--- src/rtl/counter_ctrl_pkg.sv ---
// Shared types and default widths for the counter run controller and its helpers.
// Imported by the controller top and the wait timer.
package counter_ctrl_pkg;

  localparam int DEF_CNT_W        = 5;
  localparam int DEF_RUN_W        = 4;
  localparam int DEF_BUSY_TIMEOUT = 8;

  typedef enum logic [2:0] {
    ST_IDLE,
    ST_GAP,
    ST_START,
    ST_WAIT_BUSY,
    ST_RUN,
    ST_DRAIN,
    ST_REPORT
  } ctrl_state_e;

  typedef enum logic [1:0] {
    STATUS_MAX     = 2'd0,
    STATUS_ABORT   = 2'd1,
    STATUS_TIMEOUT = 2'd2
  } run_status_e;

endpackage

--- src/rtl/ctrl_wait_timer.sv ---
// Loadable up-counter that saturates at LIMIT; expiring is high during the
// enabled cycle whose edge would bring the count to LIMIT.
module ctrl_wait_timer
  import counter_ctrl_pkg::*;
#(
  parameter int WIDTH = 4,
  parameter int LIMIT = DEF_BUSY_TIMEOUT
) (
  input  logic             clk,
  input  logic             rst,
  input  logic             load,
  input  logic [WIDTH-1:0] load_value,
  input  logic             enable,
  output logic             expiring
);

  logic [WIDTH-1:0] count;

  always_ff @(posedge clk) begin
    if (rst) begin
      count <= '0;
    end else if (load) begin
      count <= load_value;
    end else if (enable && (count != WIDTH'(LIMIT))) begin
      count <= count + 1'b1;
    end
  end

  assign expiring = enable && (count == WIDTH'(LIMIT - 1));

endmodule

--- src/rtl/counter_run_controller.sv ---
// Initiator for the counter start/flag/busy/count_value interface: runs a job of
// N back-to-back count runs and returns one result record over a valid/ready port.
module counter_run_controller
  import counter_ctrl_pkg::*;
#(
  parameter int CNT_W        = DEF_CNT_W,
  parameter int RUN_W        = DEF_RUN_W,
  parameter int TOT_W        = CNT_W + RUN_W,
  parameter int BUSY_TIMEOUT = DEF_BUSY_TIMEOUT
) (
  input  logic             clk,
  input  logic             rst,
  input  logic             req_valid,
  output logic             req_ready,
  input  logic             req_abort_en,
  input  logic [CNT_W-1:0] req_abort_at,
  input  logic [RUN_W-1:0] req_runs,
  output logic             start,
  output logic             flag,
  input  logic             busy,
  input  logic [CNT_W-1:0] count_value,
  output logic             rsp_valid,
  input  logic             rsp_ready,
  output logic [1:0]       rsp_status,
  output logic [CNT_W-1:0] rsp_last_count,
  output logic [TOT_W-1:0] rsp_total,
  output logic [RUN_W-1:0] rsp_runs_done
);

  localparam int TMR_W = $clog2(BUSY_TIMEOUT + 1);

  ctrl_state_e state, next_state;
  run_status_e status, status_nxt;

  logic             abort_en_q;
  logic [CNT_W-1:0] abort_at_q;
  logic [RUN_W-1:0] runs_left;
  logic [RUN_W-1:0] runs_done, runs_done_nxt;
  logic [CNT_W-1:0] last_count;
  logic [TOT_W-1:0] total, total_nxt;

  logic accept, abort_hit, run_done, last_run, timeout_hit, timer_expiring;
  logic start_d, flag_d, rsp_valid_d, report_entry;

  assign req_ready    = (state == ST_IDLE);
  assign accept       = req_valid && req_ready;
  assign abort_hit    = (state == ST_RUN) && abort_en_q && busy && (count_value == abort_at_q);
  assign run_done     = ((state == ST_RUN) || (state == ST_DRAIN)) && !busy;
  assign last_run     = (runs_left == RUN_W'(1));
  assign timeout_hit  = (state == ST_WAIT_BUSY) && !busy && timer_expiring;
  assign report_entry = (next_state == ST_REPORT) && (state != ST_REPORT);

  ctrl_wait_timer #(
    .WIDTH (TMR_W),
    .LIMIT (BUSY_TIMEOUT)
  ) u_wait_timer (
    .clk        (clk),
    .rst        (rst),
    .load       (state == ST_START),
    .load_value ('0),
    .enable     (state == ST_WAIT_BUSY),
    .expiring   (timer_expiring)
  );

  always_ff @(posedge clk) begin
    if (rst) begin
      state <= ST_IDLE;
    end else begin
      state <= next_state;
    end
  end

  always_comb begin
    next_state = state;
    unique case (state)
      ST_IDLE:      if (accept) next_state = ST_GAP;
      ST_GAP:       if (!busy) next_state = ST_START;
      ST_START:     next_state = ST_WAIT_BUSY;
      ST_WAIT_BUSY: begin
        if (busy) begin
          next_state = ST_RUN;
        end else if (timer_expiring) begin
          next_state = ST_REPORT;
        end
      end
      ST_RUN: begin
        if (abort_hit) begin
          next_state = ST_DRAIN;
        end else if (!busy) begin
          next_state = last_run ? ST_REPORT : ST_GAP;
        end
      end
      ST_DRAIN:     if (!busy) next_state = last_run ? ST_REPORT : ST_GAP;
      ST_REPORT:    if (rsp_ready) next_state = ST_IDLE;
      default:      next_state = ST_IDLE;
    endcase
  end

  // Next values of the registered outputs and of the per-job accumulators,
  // so the response record can be loaded with the totals of the final run.
  always_comb begin
    start_d       = (next_state == ST_START);
    flag_d        = abort_hit;
    rsp_valid_d   = (next_state == ST_REPORT);
    status_nxt    = status;
    total_nxt     = total;
    runs_done_nxt = runs_done;
    if (state == ST_START) status_nxt = STATUS_MAX;
    if (abort_hit)         status_nxt = STATUS_ABORT;
    if (timeout_hit)       status_nxt = STATUS_TIMEOUT;
    if (run_done) begin
      total_nxt     = total + TOT_W'(last_count);
      runs_done_nxt = runs_done + 1'b1;
    end
  end

  always_ff @(posedge clk) begin
    if (rst) begin
      start          <= 1'b0;
      flag           <= 1'b0;
      rsp_valid      <= 1'b0;
      rsp_status     <= STATUS_MAX;
      rsp_last_count <= '0;
      rsp_total      <= '0;
      rsp_runs_done  <= '0;
      status         <= STATUS_MAX;
      abort_en_q     <= 1'b0;
      abort_at_q     <= '0;
      runs_left      <= '0;
      runs_done      <= '0;
      last_count     <= '0;
      total          <= '0;
    end else begin
      start     <= start_d;
      flag      <= flag_d;
      rsp_valid <= rsp_valid_d;
      status    <= status_nxt;

      if (accept) begin
        abort_en_q <= req_abort_en;
        abort_at_q <= req_abort_at;
        runs_left  <= (req_runs == '0) ? RUN_W'(1) : req_runs;
        runs_done  <= '0;
        total      <= '0;
      end else begin
        runs_done <= runs_done_nxt;
        total     <= total_nxt;
        if (run_done) runs_left <= runs_left - 1'b1;
      end

      // The first busy cycle is seen in WAIT_BUSY, so capture there as well.
      if (state == ST_START) begin
        last_count <= '0;
      end else if (busy && ((state == ST_WAIT_BUSY) || (state == ST_RUN) || (state == ST_DRAIN))) begin
        last_count <= count_value;
      end

      if (report_entry) begin
        rsp_status     <= status_nxt;
        rsp_last_count <= last_count;
        rsp_total      <= total_nxt;
        rsp_runs_done  <= runs_done_nxt;
      end
    end
  end

endmodule

--- config.mk ---
export PLATFORM = sky130hd
export DESIGN_NAME = counter_run_controller
export DESIGN_NICKNAME = d
export VERILOG_FILES = /design/src/rtl/counter_ctrl_pkg.sv /design/src/rtl/ctrl_wait_timer.sv /design/src/rtl/counter_run_controller.sv
export SDC_FILE = /design/constraint.sdc
export NUM_CORES = 1
export LEC_CHECK = 0
export BUFFER_PORTS_ARGS = -buffer_cell sky130_fd_sc_hd__buf_2
export CORE_ASPECT_RATIO = 1.25
export CORE_MARGIN = 1.5
export CORE_UTILIZATION = 51
export DETAILED_ROUTE_END_ITERATION = 7
export HOLD_SLACK_MARGIN = 0.12
export PLACE_DENSITY = 0.76
export SYNTH_ARGS = -nofsm -noshare
export SYNTH_HDL_FRONTEND = slang
export SYNTH_HIERARCHICAL = 1
export SYNTH_SLANG_ARGS = --single-unit
--- constraint.sdc ---
create_clock -name clk -period 1.78 [get_ports clk]
set_input_delay 0.178 -clock clk [delete_from_list [all_inputs] [get_ports clk]]
set_output_delay 0.178 -clock clk [all_outputs]
set_load 0.02 [all_outputs]
**Yosys cells after proc, flatten, opt, wreduce, memory -nomap -nowiden**

Cells that the tools add are included.

- Register bits after elaboration: 60
- Input bits: 20
- Output and inout bits: 24
- Logic and storage cells: 70

- Add/subtract/negate cells: 4
- Eq/ne operators: 13
- Multiplexer cells: 17
- Reduce and logical (&&, ||, !) cells: 20

Operator list:

| kind | count |
|---|---|
| 3-bit 2-to-1 mux | 8 |
| 3-bit one-hot mux with 7 select lines | 1 |
| 4-bit 2-to-1 mux | 4 |
| 3-bit equality test, second input constant | 4 |
| 1-bit logical AND | 11 |
| 9-bit by 5-bit adder with 9-bit output | 1 |
| 3-bit by 2-bit equality test with 1-bit output, second input constant | 3 |
| 9-bit 2-to-1 mux | 1 |
| 4-bit by 1-bit adder with 4-bit output, second input constant | 2 |
| 2-bit 2-to-1 mux | 3 |
| 5-bit equality test | 1 |
| 4-bit by 1-bit equality test with 1-bit output, second input constant | 1 |
| 4-bit by 3-bit equality test with 1-bit output, second input constant | 1 |
| 4-bit logical NOT | 1 |
| 4-bit != test, second input constant | 1 |
| 2-bit OR reduction | 2 |
| 4-bit by 1-bit subtractor with 4-bit output, second input constant | 1 |
| 3-bit by 1-bit equality test with 1-bit output, second input constant | 1 |
| 3-bit logical NOT | 1 |
| 1-bit logical OR | 3 |
| 3-bit != test, second input constant | 1 |
| 2-bit nonzero test | 1 |
| 1-bit logical NOT | 1 |

**Longest topological paths before layout**

- Depth in word-level cells: 8
- Gate-level depth with buffers: 10

**By module**

Netlist, hierarchy kept.

Modules (own cells, without submodules):

| module | instances | cells an instance | area an instance (µm²) | seq. area each (µm²) |
|---|---|---|---|---|
| counter_run_controller | 1 | 279 | 2592.5 | 1121.1 |
| ctrl_wait_timer | 1 | 31 | 267.8 | 80.1 |

**Worst setup path after synthesis**

Ideal clock, no wire load.

- Path type: flip-flop to flip-flop
- Start: register state[2]
- End: register rsp_total[0]
- Arrival time: 1.842 ns
- Required time: 1.699 ns
- Setup slack: -0.143 ns
- Stages on the path, launching flop included: 11
- Period minus slack after synthesis: 1.923 ns
- Cell sequence: dfxtp_1 and3b_1 buf_6 nand2_1 nor3b_1 and3_4 or2_1 buf_6 buf_2 nor2_1 a211oi_2

- Elaborated cells on any way between the ends: 26
- Those cells by class: 8 x eq/ne; 9 x mux; 9 x reduce/logical

RTL lines:

| item | line | text |
|---|---|---|
| from (decl) | counter_run_controller.sv:32 | `ctrl_state_e state, next_state;` |
| from (signal assigned) | counter_run_controller.sv:69 | `state <= next_state;` |
| 3-bit by 2-bit equality test with 1-bit output | counter_run_controller.sv:61 | `.enable (state == ST_WAIT_BUSY),` |
| 1-bit logical AND | ctrl_wait_timer.sv:29 | `assign expiring = enable && (count == WIDTH'(LIMIT - 1));` |
| named net timer_expiring | counter_run_controller.sv:42 | `logic accept, abort_hit, run_done, last_run, timeout_hit, timer_expiring;` |
| 3-bit 2-to-1 mux | counter_run_controller.sv:82 | `end else if (timer_expiring) begin` |
| 3-bit 2-to-1 mux | counter_run_controller.sv:80 | `if (busy) begin` |
| 3-bit one-hot mux with 7 select lines | counter_run_controller.sv:75 | `unique case (state)` |
| 3-bit equality test | counter_run_controller.sv:51 | `assign report_entry = (next_state == ST_REPORT) && (state != ST_REPORT);` |
| 1-bit logical AND | counter_run_controller.sv:51 |  |
| to (signal assigned) | counter_run_controller.sv:161 | `rsp_total <= total_nxt;` |
| to (decl) | counter_run_controller.sv:26 | `output logic [TOT_W-1:0] rsp_total,` |

The timed path passes the listed nets, and every way through them passes these cells.
A chain may end at the register's enable or synchronous reset.

**Worst setup path in the final report**

- Start: register total[0]
- End: register rsp_total[8]

- Longest elaborated chain between the ends: 2

RTL lines:

| item | line | text |
|---|---|---|
| from (decl) | counter_run_controller.sv:40 | `logic [TOT_W-1:0] total, total_nxt;` |
| from (signal assigned) | counter_run_controller.sv:147 | `total <= total_nxt;` |
| 9-bit by 5-bit adder with 9-bit output | counter_run_controller.sv:112 | `total_nxt = total + TOT_W'(last_count);` |
| 9-bit 2-to-1 mux | counter_run_controller.sv:111 | `if (run_done) begin` |

Every way passes these cells.

==> reports/results.tsv <==
metric	value	unit
synth_top_cell_area_share	0.420	
async_reset_ff_frac	0	
synthDistinctLibCells	54	
dieHeight	86.7	um
status	finished with violations	
fmax	550	MHz
drtPass1Iterations	4	
drc_errors	0	
syn_area	2860	um2
violations	negative setup slack	
p_int	2.41	mW
grt_start_max_net_pins	28	
synthFlopType	dfxtp_1	
cts_tree	yes	
r2r_start	total[0]	
die-area	6070	um2
synth_seq_cells	60	
synth_area_leader_cell	dfxtp_1	
wirelength	7.17	mm
worstPathRequired	2.01	ns
peakVddDrop	0.000503	V
worst-setup-path-type	flop to flop	
core-area	5410	um2
grt_pass1_wl	11.1	mm
setup.worst_path.end_class	flop	
dp_hpwl	4.42	mm
slew_violations	0	
register_area	1200	um2
synth.yosys.warnings	6	
setup_viol_count_final	5	
ios	44	
layout-drive-gt1-share	0.384	
clockBufferDepth	2	
leakage	1.69	nW
syn_inst	310	
clock_latency	0.35	ns
fill_cells	388	
num_antenna_cells	0	
grt_pass1_vias	2431	
multi_input_area	1740	um2
path_max_fanout	3	
grt.busiest_layer	met2	
comb_power_share	0.167	
worst_slack	-0.0370	ns
die_w	70.0	um
hold-worst-slack	0.124	ns
start_util	0.529	
gr-usage-met3	0.0407	
nNetsFinal	420	
worstHoldStart	count_value[3]	
period_share	1.02	
clockPowerShare	0.390	
synth_edf_count	0	
postSynthAreaPerCell	9.23	um2
arrival	2.05	ns
clkTransAtPathRegs	0.07	ns
crit_start	total[0]	
wl_per_cell	15.7	um
grt_util_met2	0.403	
vias	2562	
place.gp.congestion	0.835	
power_frac_seq	0.443	
postRouteAntennaNets	0	
setup_tns	-0.0846	ns
skew	0.00860	ns
tightest_slew	0.507	ns
synthTopCellsByCount	dfxtp_1, nor2_1, a21oi_1	
cts_sinks	60	
power_density	838	nW/um2
htreeDepth	3	
placementRows	30	
antenna_found_initial	0	
p_sw	861	uW
rsz0062_at_grt	yes	
use_met1	0.269	
synth_area_leaders	dfxtp_1, nor2_1, a211oi_2, mux2i_1, ha_1	
drv_cap	0	
cts-root-buf	clkbuf_8	
maxSlewHeadroom	0.662	
cts_buffers	9	
hold_violations	0	
power	3.27	mW
worstHoldPathType	input pin to flop	
overflow	0	
fin_util	0.722	
layout_min_cycle_time	1.82	ns
crit_path_start_kind	flop	
yosysMostFrequentCell	dfxtp_1	
area_growth	36.4	%
grt_usage	0.231	
via_per_inst	5.61	
seq_area_frac_synth	0.420	
initialDrtViolationCount	74	
netSwitchingFraction	0.263	
port_buffers	43	
==> through the flow <==
stage               std cells  area (um2)  worst slack [ns]
floorplan                 313        2900           0.00161
global placement          426        3290           -0.0324
detailed placement        426        3290           -0.0905
CTS                       451        3640           -0.0365
global route              457        3900            -0.122
finish                    457        3900           -0.0370
==> worst max-delay path, cell delays in order, from the launching register on <==
cell and delay [ns]:
dfxtp_2 0.34, ha_4 0.16, inv_2 0.05, fa_2 0.19
nor2b_2 0.05, o31a_1 0.31, o211ai_1 0.24, xor2_1 0.27
a211oi_2 0.10
==> sequential cells by signal, summed over array words and instances (netlist names) <==
| register | count |
|---|---|
| abort_at_q | 5 |
| abort_en_q | 1 |
| flag | 1 |
| last_count | 5 |
| rsp_last_count | 5 |
| rsp_runs_done | 4 |
| rsp_status | 2 |
| rsp_total | 9 |
| rsp_valid | 1 |
| runs_done | 4 |
| runs_left | 4 |
| start | 1 |
| state | 3 |
| status | 2 |
| total | 9 |
| u_wait_timer/count | 4 |
==> path summary, 6_finish.rpt <==
check                      end  slack (ns)  cells past startpoint
max reg2reg       rsp_total[8]       -0.04                      8
max               rsp_total[8]       -0.04                      8
min reg2reg  rsp_last_count[4]        0.47                      2
min              last_count[3]        0.12                      3
==> power by group through the flow <==
stage	sequential, mW	combinational, mW	clock (mW)
2_1_floorplan	1.48	0.334	0
3_3_place_gp	1.47	0.481	0
3_5_place_dp	1.47	0.492	0
4_1_cts	1.45	0.515	1.28
5_1_grt	1.45	0.604	1.33
6_report	1.45	0.547	1.28
==> layout by cell type, fill, tap and decap left out, types with 8 or more instances in the layout <==
master	n
nor2_4	9
nor3_1	8
a211oi_2	15
inv_1	12
xor2_1	11
mux2i_1	14
dfxtp_1	57
buf_2	43
buf_4	25
nor2_1	43
clkbuf_8	12
a21oi_1	13
nand2_1	8
dlygate4sd3_1	9
==> layout make-up <==
cell class | instances | area share
inverters | 14 | 0.0144
well taps | 64 | 0.0205
repair buffers | 83 | 0.159
clock inverters | 1 | 0.00770
multi-input cells | 221 | 0.445
flip-flops and latches | 60 | 0.309
clock buffers | 14 | 0.0443
==> layer usage <==
metal  wire, um  up-vias
met5          0        -
met4        114        0
met3        259        9
met2       3780       64
met1       3010     1238
li1           -     1251
==> what timing repair did <==
| item | CTS | global route |
|---|---|---|
| buffers inserted | 0 | 4 |
| hold buffers | 9 | 0 |
| cloned | 1 | 2 |
| endpoints found under the hold margin | 9 | 0 |
| gates resized for setup | 13 | 44 |
| setup endpoints to repair | 17 | 31 |
| pin swaps | 4 | 31 |
==> kinds of logic after synthesis <==
family                     Yosys count  synth area share
buffers and inverters               32            0.0560
adders and majority gates           11            0.0507
DFF                                 60             0.420
xor gates and xnor gates            12            0.0367
other                                1           0.00131
AOI/OAI and AO/OA                   67             0.185
and+or+nand+nor                    113             0.201
muxes                               14            0.0490
(Power assumes the default switching activity.)
